## config.mk

```make
export PLATFORM = sky130hd
export DESIGN_NAME = note_lane_ctrl_flat
export DESIGN_NICKNAME = d
export VERILOG_FILES = /design/src/rtl/note_lane_if.sv /design/src/rtl/note_lane_ctrl.sv /design/src/flat_wrapper.sv
export SDC_FILE = /design/constraint.sdc
export NUM_CORES = 1
export LEC_CHECK = 0
export ABC_AREA = 1
export CAP_MARGIN = 40
export CORE_ASPECT_RATIO = 1.75
export CORE_MARGIN = 8
export CORE_UTILIZATION = 60
export CTS_CLUSTER_DIAMETER = 200
export DETAILED_ROUTE_END_ITERATION = 10
export PLACE_DENSITY = 0.81
export SYNTH_ARGS = -nofsm -noshare
export SYNTH_HDL_FRONTEND = slang
export SYNTH_SLANG_ARGS = --single-unit
```

## constraint.sdc

```tcl
create_clock -name clk -period 4.6 [get_ports clk]
set_clock_uncertainty 0.05 [all_clocks]
set_input_delay 0.46 -clock clk [delete_from_list [all_inputs] [get_ports clk]]
set_output_delay 0.46 -clock clk [all_outputs]
set_load 0.01 [all_outputs]
```

## src/rtl/note_lane_if.sv

```systemverilog
// Lane-side bundle for note_lane_ctrl: request/key inputs from the game
// and bar/score outputs.
interface note_lane_if;
   logic       note_req;
   logic       key;
   logic [2:0] state;
   logic       busy;
   logic       hit;
   logic       miss;
   logic       drop;
   logic [7:0] combo;

   // master = game/score side, slave = the lane controller
   modport master (
      output note_req, key,
      input  state, busy, hit, miss, drop, combo
   );

   modport slave (
      input  note_req, key,
      output state, busy, hit, miss, drop, combo
   );
endinterface

```

## src/rtl/note_lane_ctrl.sv

```systemverilog
// Per-lane note controller: spawns a falling note, steps it through bar
// states 1..7, judges the key press against the hit window, keeps the combo.
module note_lane_ctrl #(
   parameter int unsigned STEP_DIV = 5000000,
   parameter int unsigned WIN_LO   = 6
) (
   input  logic        clk,
   input  logic        rst,
   note_lane_if.slave  bus
);

   localparam logic [2:0]  ST_IDLE = 3'd0;
   localparam logic [2:0]  ST_LAST = 3'd7;
   localparam logic [2:0]  WIN_ST  = 3'(WIN_LO);
   localparam logic [23:0] TICK_AT = 24'(STEP_DIV - 1);

   logic [2:0]  state;
   logic [23:0] prescale;
   logic        pending;
   logic        key_d;
   logic        hit;
   logic        miss;
   logic        drop;
   logic [7:0]  combo;

   logic active;
   logic press;
   logic tick;
   logic in_window;
   logic good_press;
   logic early_press;
   logic expire;
   logic advance;
   logic spawn;

   // A press is judged before the tick, so a press on the tick edge
   // belongs to the state being left.
   always_comb begin
      active      = (state != ST_IDLE);
      press       = bus.key & ~key_d;
      tick        = active && (prescale == TICK_AT);
      in_window   = (state >= WIN_ST);
      good_press  = active & press & in_window;
      early_press = active & press & ~in_window;
      expire      = tick & ~press & (state == ST_LAST);
      advance     = tick & ~press & (state != ST_LAST);
      spawn       = ~active & (bus.note_req | pending);
   end

   // key_d resets high so a key held through reset never counts as a press.
   always_ff @(posedge clk or posedge rst) begin
      if (rst) begin
         key_d <= 1'b1;
      end else begin
         key_d <= bus.key;
      end
   end

   // Step prescaler: free-runs only while a note is falling and restarts
   // at every state change.
   always_ff @(posedge clk or posedge rst) begin
      if (rst) begin
         prescale <= '0;
      end else if (!active || press || tick) begin
         prescale <= '0;
      end else begin
         prescale <= prescale + 24'd1;
      end
   end

   always_ff @(posedge clk or posedge rst) begin
      if (rst) begin
         state <= ST_IDLE;
      end else if (spawn) begin
         state <= 3'd1;
      end else if (good_press || early_press || expire) begin
         state <= ST_IDLE;
      end else if (advance) begin
         state <= state + 3'd1;
      end
   end

   // One-deep request queue. A request arriving in idle while a queued one
   // is spawning takes over the freed slot instead of being dropped.
   always_ff @(posedge clk or posedge rst) begin
      if (rst) begin
         pending <= 1'b0;
         drop    <= 1'b0;
      end else begin
         drop <= active & bus.note_req & pending;
         if (!active) begin
            pending <= pending & bus.note_req;
         end else if (bus.note_req) begin
            pending <= 1'b1;
         end
      end
   end

   always_ff @(posedge clk or posedge rst) begin
      if (rst) begin
         hit   <= 1'b0;
         miss  <= 1'b0;
         combo <= '0;
      end else begin
         hit  <= good_press;
         miss <= early_press | expire;
         if (good_press) begin
            if (combo != 8'hFF) begin
               combo <= combo + 8'd1;
            end
         end else if (early_press || expire) begin
            combo <= '0;
         end
      end
   end

   assign bus.state = state;
   assign bus.busy  = (state != ST_IDLE);
   assign bus.hit   = hit;
   assign bus.miss  = miss;
   assign bus.drop  = drop;
   assign bus.combo = combo;

endmodule

```

## src/flat_wrapper.sv

```systemverilog
// flat-port wrapper written by rule: the top's interface ports become plain ports
module note_lane_ctrl_flat 
#(
   parameter int unsigned STEP_DIV = 5000000,
   parameter int unsigned WIN_LO   = 6
)
  (clk, rst, bus_note_req, bus_key, bus_state, bus_busy, bus_hit, bus_miss, bus_drop, bus_combo);
  note_lane_if bus_i ();
  input  logic clk;
  input  logic rst;
  input wire logic [$bits(bus_i.note_req)-1:0] bus_note_req;
  input wire logic [$bits(bus_i.key)-1:0] bus_key;
  output wire logic [$bits(bus_i.state)-1:0] bus_state;
  output wire logic [$bits(bus_i.busy)-1:0] bus_busy;
  output wire logic [$bits(bus_i.hit)-1:0] bus_hit;
  output wire logic [$bits(bus_i.miss)-1:0] bus_miss;
  output wire logic [$bits(bus_i.drop)-1:0] bus_drop;
  output wire logic [$bits(bus_i.combo)-1:0] bus_combo;
  assign bus_i.note_req = bus_note_req;
  assign bus_i.key = bus_key;
  assign bus_state = bus_i.state;
  assign bus_busy = bus_i.busy;
  assign bus_hit = bus_i.hit;
  assign bus_miss = bus_i.miss;
  assign bus_drop = bus_i.drop;
  assign bus_combo = bus_i.combo;
  note_lane_ctrl #(.STEP_DIV(STEP_DIV), .WIN_LO(WIN_LO)) u_core (.clk(clk), .rst(rst), .bus(bus_i));
endmodule
```

After elaboration in Yosys (flattened, before gate mapping) --
Index checks and enable logic that the tools add are counted.
Word-level totals: flip-flop bits (word level) 40, bits of input ports 4, output and inout port bits 15, word-level logic and storage cells 55
Cells by class: add/subtract/negate cells 3, $lt $le $gt $ge 1, eq/ne operators 6, mux-type cells 9, bitwise operators 17, reduce and logical (&&, ||, !) cells 11
Operators by type and width (number):
- adder 24 x 1 -> 24 bit, second input constant | 1
- == test 24 x 23 -> 1 bit, second input constant | 1
- 2-to-1 mux 24 bit | 1
- 2-to-1 mux 8 bit | 3
- bitwise AND 1 bit | 11
- 2-to-1 mux 3 bit | 3
- adder 8 x 1 -> 8 bit, second input constant | 1
- != test 8 bit, second input constant | 1
- nonzero test 3 bit | 2
- logical OR 1 bit | 5
- != test 2 bit, second input constant | 2
- NOT 1 bit | 4
- adder 3 x 1 -> 3 bit, second input constant | 1
- == test 3 bit, second input constant | 1
- greater-or-equal comparator 3 bit, second input constant | 1
- != test 3 bit, second input constant | 1
- 2-to-1 mux 1 bit | 2
- bitwise OR 1 bit | 2
- AND reduction 2 bit | 1
- nonzero test 2 bit | 1
- logical AND 1 bit | 1
- zero test 1 bit | 1

Longest topological paths before layout --
word-level depth 8, depth in mapped cells 12

Worst setup path after synthesis --
No wires, ideal clock.
path type register to register, start reg u_core.state[0], in the netlist u_core.bus.state[0], end reg u_core.prescale[0], data arrival time 1543 ps, slack 2886 ps, stages on the path, launching flop included 12, buffers on the path 1, clock period less this slack 1714 ps, path through dfrtp_1 inv_1 ha_1 nand2_1 nand2_1 nor2_1 nand2_2 nor2_4 nor3_4 inv_4 buf_6 nor2_1
On the way: cells in the longest elaborated chain, start to end 5, elaborated cells on any way between the ends 6, classes of those cells 1 x mux; 5 x reduce/logical
RTL lines:
- from (decl) | line note_lane_ctrl.sv:17 | logic [2:0] state;
- from (signal assigned) | line note_lane_ctrl.sv:79 | state <= state + 3'd1;
- nonzero test 3 bit *
- via bus_busy | line flat_wrapper.sv:14 | output wire logic [$bits(bus_i.busy)-1:0] bus_busy;
- zero test 1 bit | line note_lane_ctrl.sv:64 | end else if (!active || press || tick) begin
- logical OR 1 bit | line note_lane_ctrl.sv:64
- logical OR 1 bit * | line note_lane_ctrl.sv:64
- 2-to-1 mux 24 bit * | line note_lane_ctrl.sv:64
- to (signal assigned) | line note_lane_ctrl.sv:67 | prescale <= prescale + 24'd1;
- to (decl) | line note_lane_ctrl.sv:18 | logic [23:0] prescale;
The timed path passes the listed nets; every way through them passes the cells marked *. A chain may end at the register's enable or synchronous reset.

Worst setup path after layout --
start reg u_core.state[0], in the netlist u_core.bus.state[0], end out bus_busy
On the way: cells in the longest elaborated chain, start to end 1
RTL lines:
- nonzero test 3 bit | line note_lane_ctrl.sv:118 | assign bus.busy = (state != ST_IDLE);
- to (decl) | line flat_wrapper.sv:14
No other way between the ends.

==> impl_metrics.toml <==
[floorplan]
start_util = 0.611
dieArea_sq_mm = 0.00613
die_w_um = 62.7
num_rows = 30
io_pins = 19
core_sq_mm = 0.00375
fp.dieH_um = 97.8

[logic_synthesis]
synth_seq_cells = 40
syn_avg_cell_area_sq_um = 7.54
yosysTopAreaCell = "dfrtp_1"
ys_types = 26
async_reset_ff_frac = 1.00
yosysWarnings = 0
synthTopCellsByCount = "72 x nand2_1, 52 x nor2_1, 42 x inv_1, 39 x dfrtp_1, 16 x nand3_1"
synth_seq_area_share = 0.437
syn-num-nets = 313
synthCells = 304
synth_edf_count = 0
ys.flop_type = "dfrtp_1"
yosysMostFrequentCell = "nand2_1"
synth_top_area_share = 0.426
syn-cell-area_sq_mm = 0.00229
ys_top_cells_by_area = "dfrtp_1 43%, nand2_1 12%, nor2_1 8.5%"

[clocking]
cts_hold_buf = 0
clk_path_buf_depth = 2
htree_num_levels = 2
root_buffer = "clkbuf_8"
cts_buffers = 5
clk_pin_slew_ps = 80
clock_latency_ps = 300
numClockSinks = 40
post-cts-setup-buffers = 0
post_cts_resized = 0
tritoncts = "yes"

[route]
wl_um = 5200
ant_nets = 0
wl_met3_um = 122
wl_per_cell_um = 13.8
wl_met1_um = 2000
drc = 0
drt-pass1-iter-count = 4
via_count = 2068
drt-vias-per-instance = 5.50
drtIter0Drc = 60
top_layer = "met4"
wl_met2_um = 2870

[sta]
rsz0062_at_grt = "false"
min_period_ps = 2210
report.final.slew_viol_count = 0
hold_viol = 0
fmax_mhz = 452
setup_viol = 0
tightestPinTransition_ps = 532
fin_setup_tns_ps = 0
layout_worst_path_cycle_share = 0.481
slew_headroom = 0.644

[grt]
grt_max_degree = 41
grt_pass1_vias = 2177
antenna_found_initial = 0
grt_pass1_wl_um = 9320
grt_usage = 0.184
gr-total-overflow = 0

[job]
drv_cap = 0

[worst_hold_path]
hold_depth = 1
min_to = "u_core.prescale[0]"
hold_class = "flop to flop"
min_from = "u_core.prescale[0]"

[worst_setup_path]
cp-start-kind = "flop"
cp_max_fo = 5
rr_worst_depth = 8
path_class = "flop to output port"
arrival_ps = 1700
required_ps = 4090
reg2reg_slack_ps = 2580
crit_path_end_kind = "output port"
worstReg2RegStart = "u_core.prescale[0]"
r2r_end = "u_core.prescale[15]"

[layout]
drive_gt1_frac = 0.0762
syn_to_final_growth_pct = 14.3
nNetsFinal = 336
insertedDiodeCount = 0

[status]
status = "finished, final reports clean"

[pwr]
clkPwrFrac = 0.340
leakage_nw = 1.16
p_per_area_mw_per_mm2 = 322
power_switching_w = 0.000249
seq_power_share = 0.471
p_total_w = 0.000843
combPwrFrac = 0.190
swShare = 0.295
intPower_w = 0.000594
peakVddDrop_mv = 0.363

[place]
io_buffers = 18
gp_congestion = 0.897
hpwl_um = 3820
-- per-layer routing --
layer / vias up / global-route usage
li1: 1008 / -
met4: 0 / 0.110
met1: 1000 / 0.182
met5: - / 0
met2: 43 / 0.345
met3: 17 / 0.0275
-- sequential cells by signal, indices dropped and copies added, names as in the netlist --
| register | cells |
|---|---|
| u_core.bus.drop | 1 |
| u_core.pending | 1 |
| u_core.bus.miss | 1 |
| u_core.key_d | 1 |
| u_core.bus.state | 3 |
| u_core.bus.combo | 8 |
| u_core.prescale | 24 |
| u_core.bus.hit | 1 |
-- cells in the final DEF, fill, tap and decap left out, types with 2 or more instances in the layout --
master,instances
nand2_1,72
nor2_1,52
inv_1,42
dfrtp_1,39
clkdlybuf4s50_1,18
nand3_1,16
nand4_1,15
o21ai_0,13
a21oi_1,9
nor3_1,8
xor2_1,7
xnor2_1,5
ha_1,5
clkbuf_8,5
nor2_4,3
nand2_2,3
nor2_2,2
nand3_2,2
-- power groups by stage --
stage               registers (W)  clock network [W]  logic (W)
CTS                      0.000396           0.000290   0.000162
finish                   0.000397           0.000287   0.000160
floorplan                0.000402                  0   0.000108
global placement         0.000401                  0   0.000157
detailed placement       0.000402                  0   0.000161
global route             0.000398           0.000302   0.000183
-- critical path, stage by stage, from the launching register on --
cell and delay, ps:
dfrtp_1 420, inv_1 80, ha_1 190, nand2_1 150
clkdlybuf4s50_1 570
-- how the worst max path moves through the flow --
stage	slack, ps	startpoint	cells past startpoint	to
after floorplan	2890	u_core.bus.state[0]	11	u_core.prescale[0]
after global placement	2470	bus_key	7	u_core.bus.state[2]
after detailed placement	2370	bus_key	8	u_core.bus.combo[5]
after CTS	2400	u_core.bus.state[0]	4	bus_busy
after global routing	2340	u_core.bus.state[0]	4	bus_busy
final	2390	u_core.bus.state[0]	4	bus_busy
-- metrics by stage --
step	instances	setup WS (ps)	util	cell area, sq um	hold slack (ps)
3_5_place_dp	368	2370	0.669	2510	460
4_1_cts	376	2400	0.698	2620	471
6_report	376	2390	0.698	2620	470
2_1_floorplan	304	2890	-	2290	414
3_3_place_gp	368	2470	0.669	2510	446
5_1_grt	376	2340	0.698	2620	498
-- logic make-up after synthesis --
family / Yosys count / synth area share
AO/OA/AOI/OAI: 22 / 0.0480
buffers and inverters: 47 / 0.0851
AND/OR/NAND/NOR: 178 / 0.356
flip-flops: 40 / 0.437
adder cells (fa/ha/maj): 5 / 0.0273
XOR/XNOR: 12 / 0.0459
-- area by class of cell --
cell class	instances	area, sq um
inverters	44	168
repair buffers	19	188
clock inverters	2	35.0
well taps	48	60.1
flip-flops and latches	40	1000
multi-input cells	217	1090
clock buffers	6	72.6
fillers	317	1130
No activity file was read; power rests on OpenSTA's default activity.
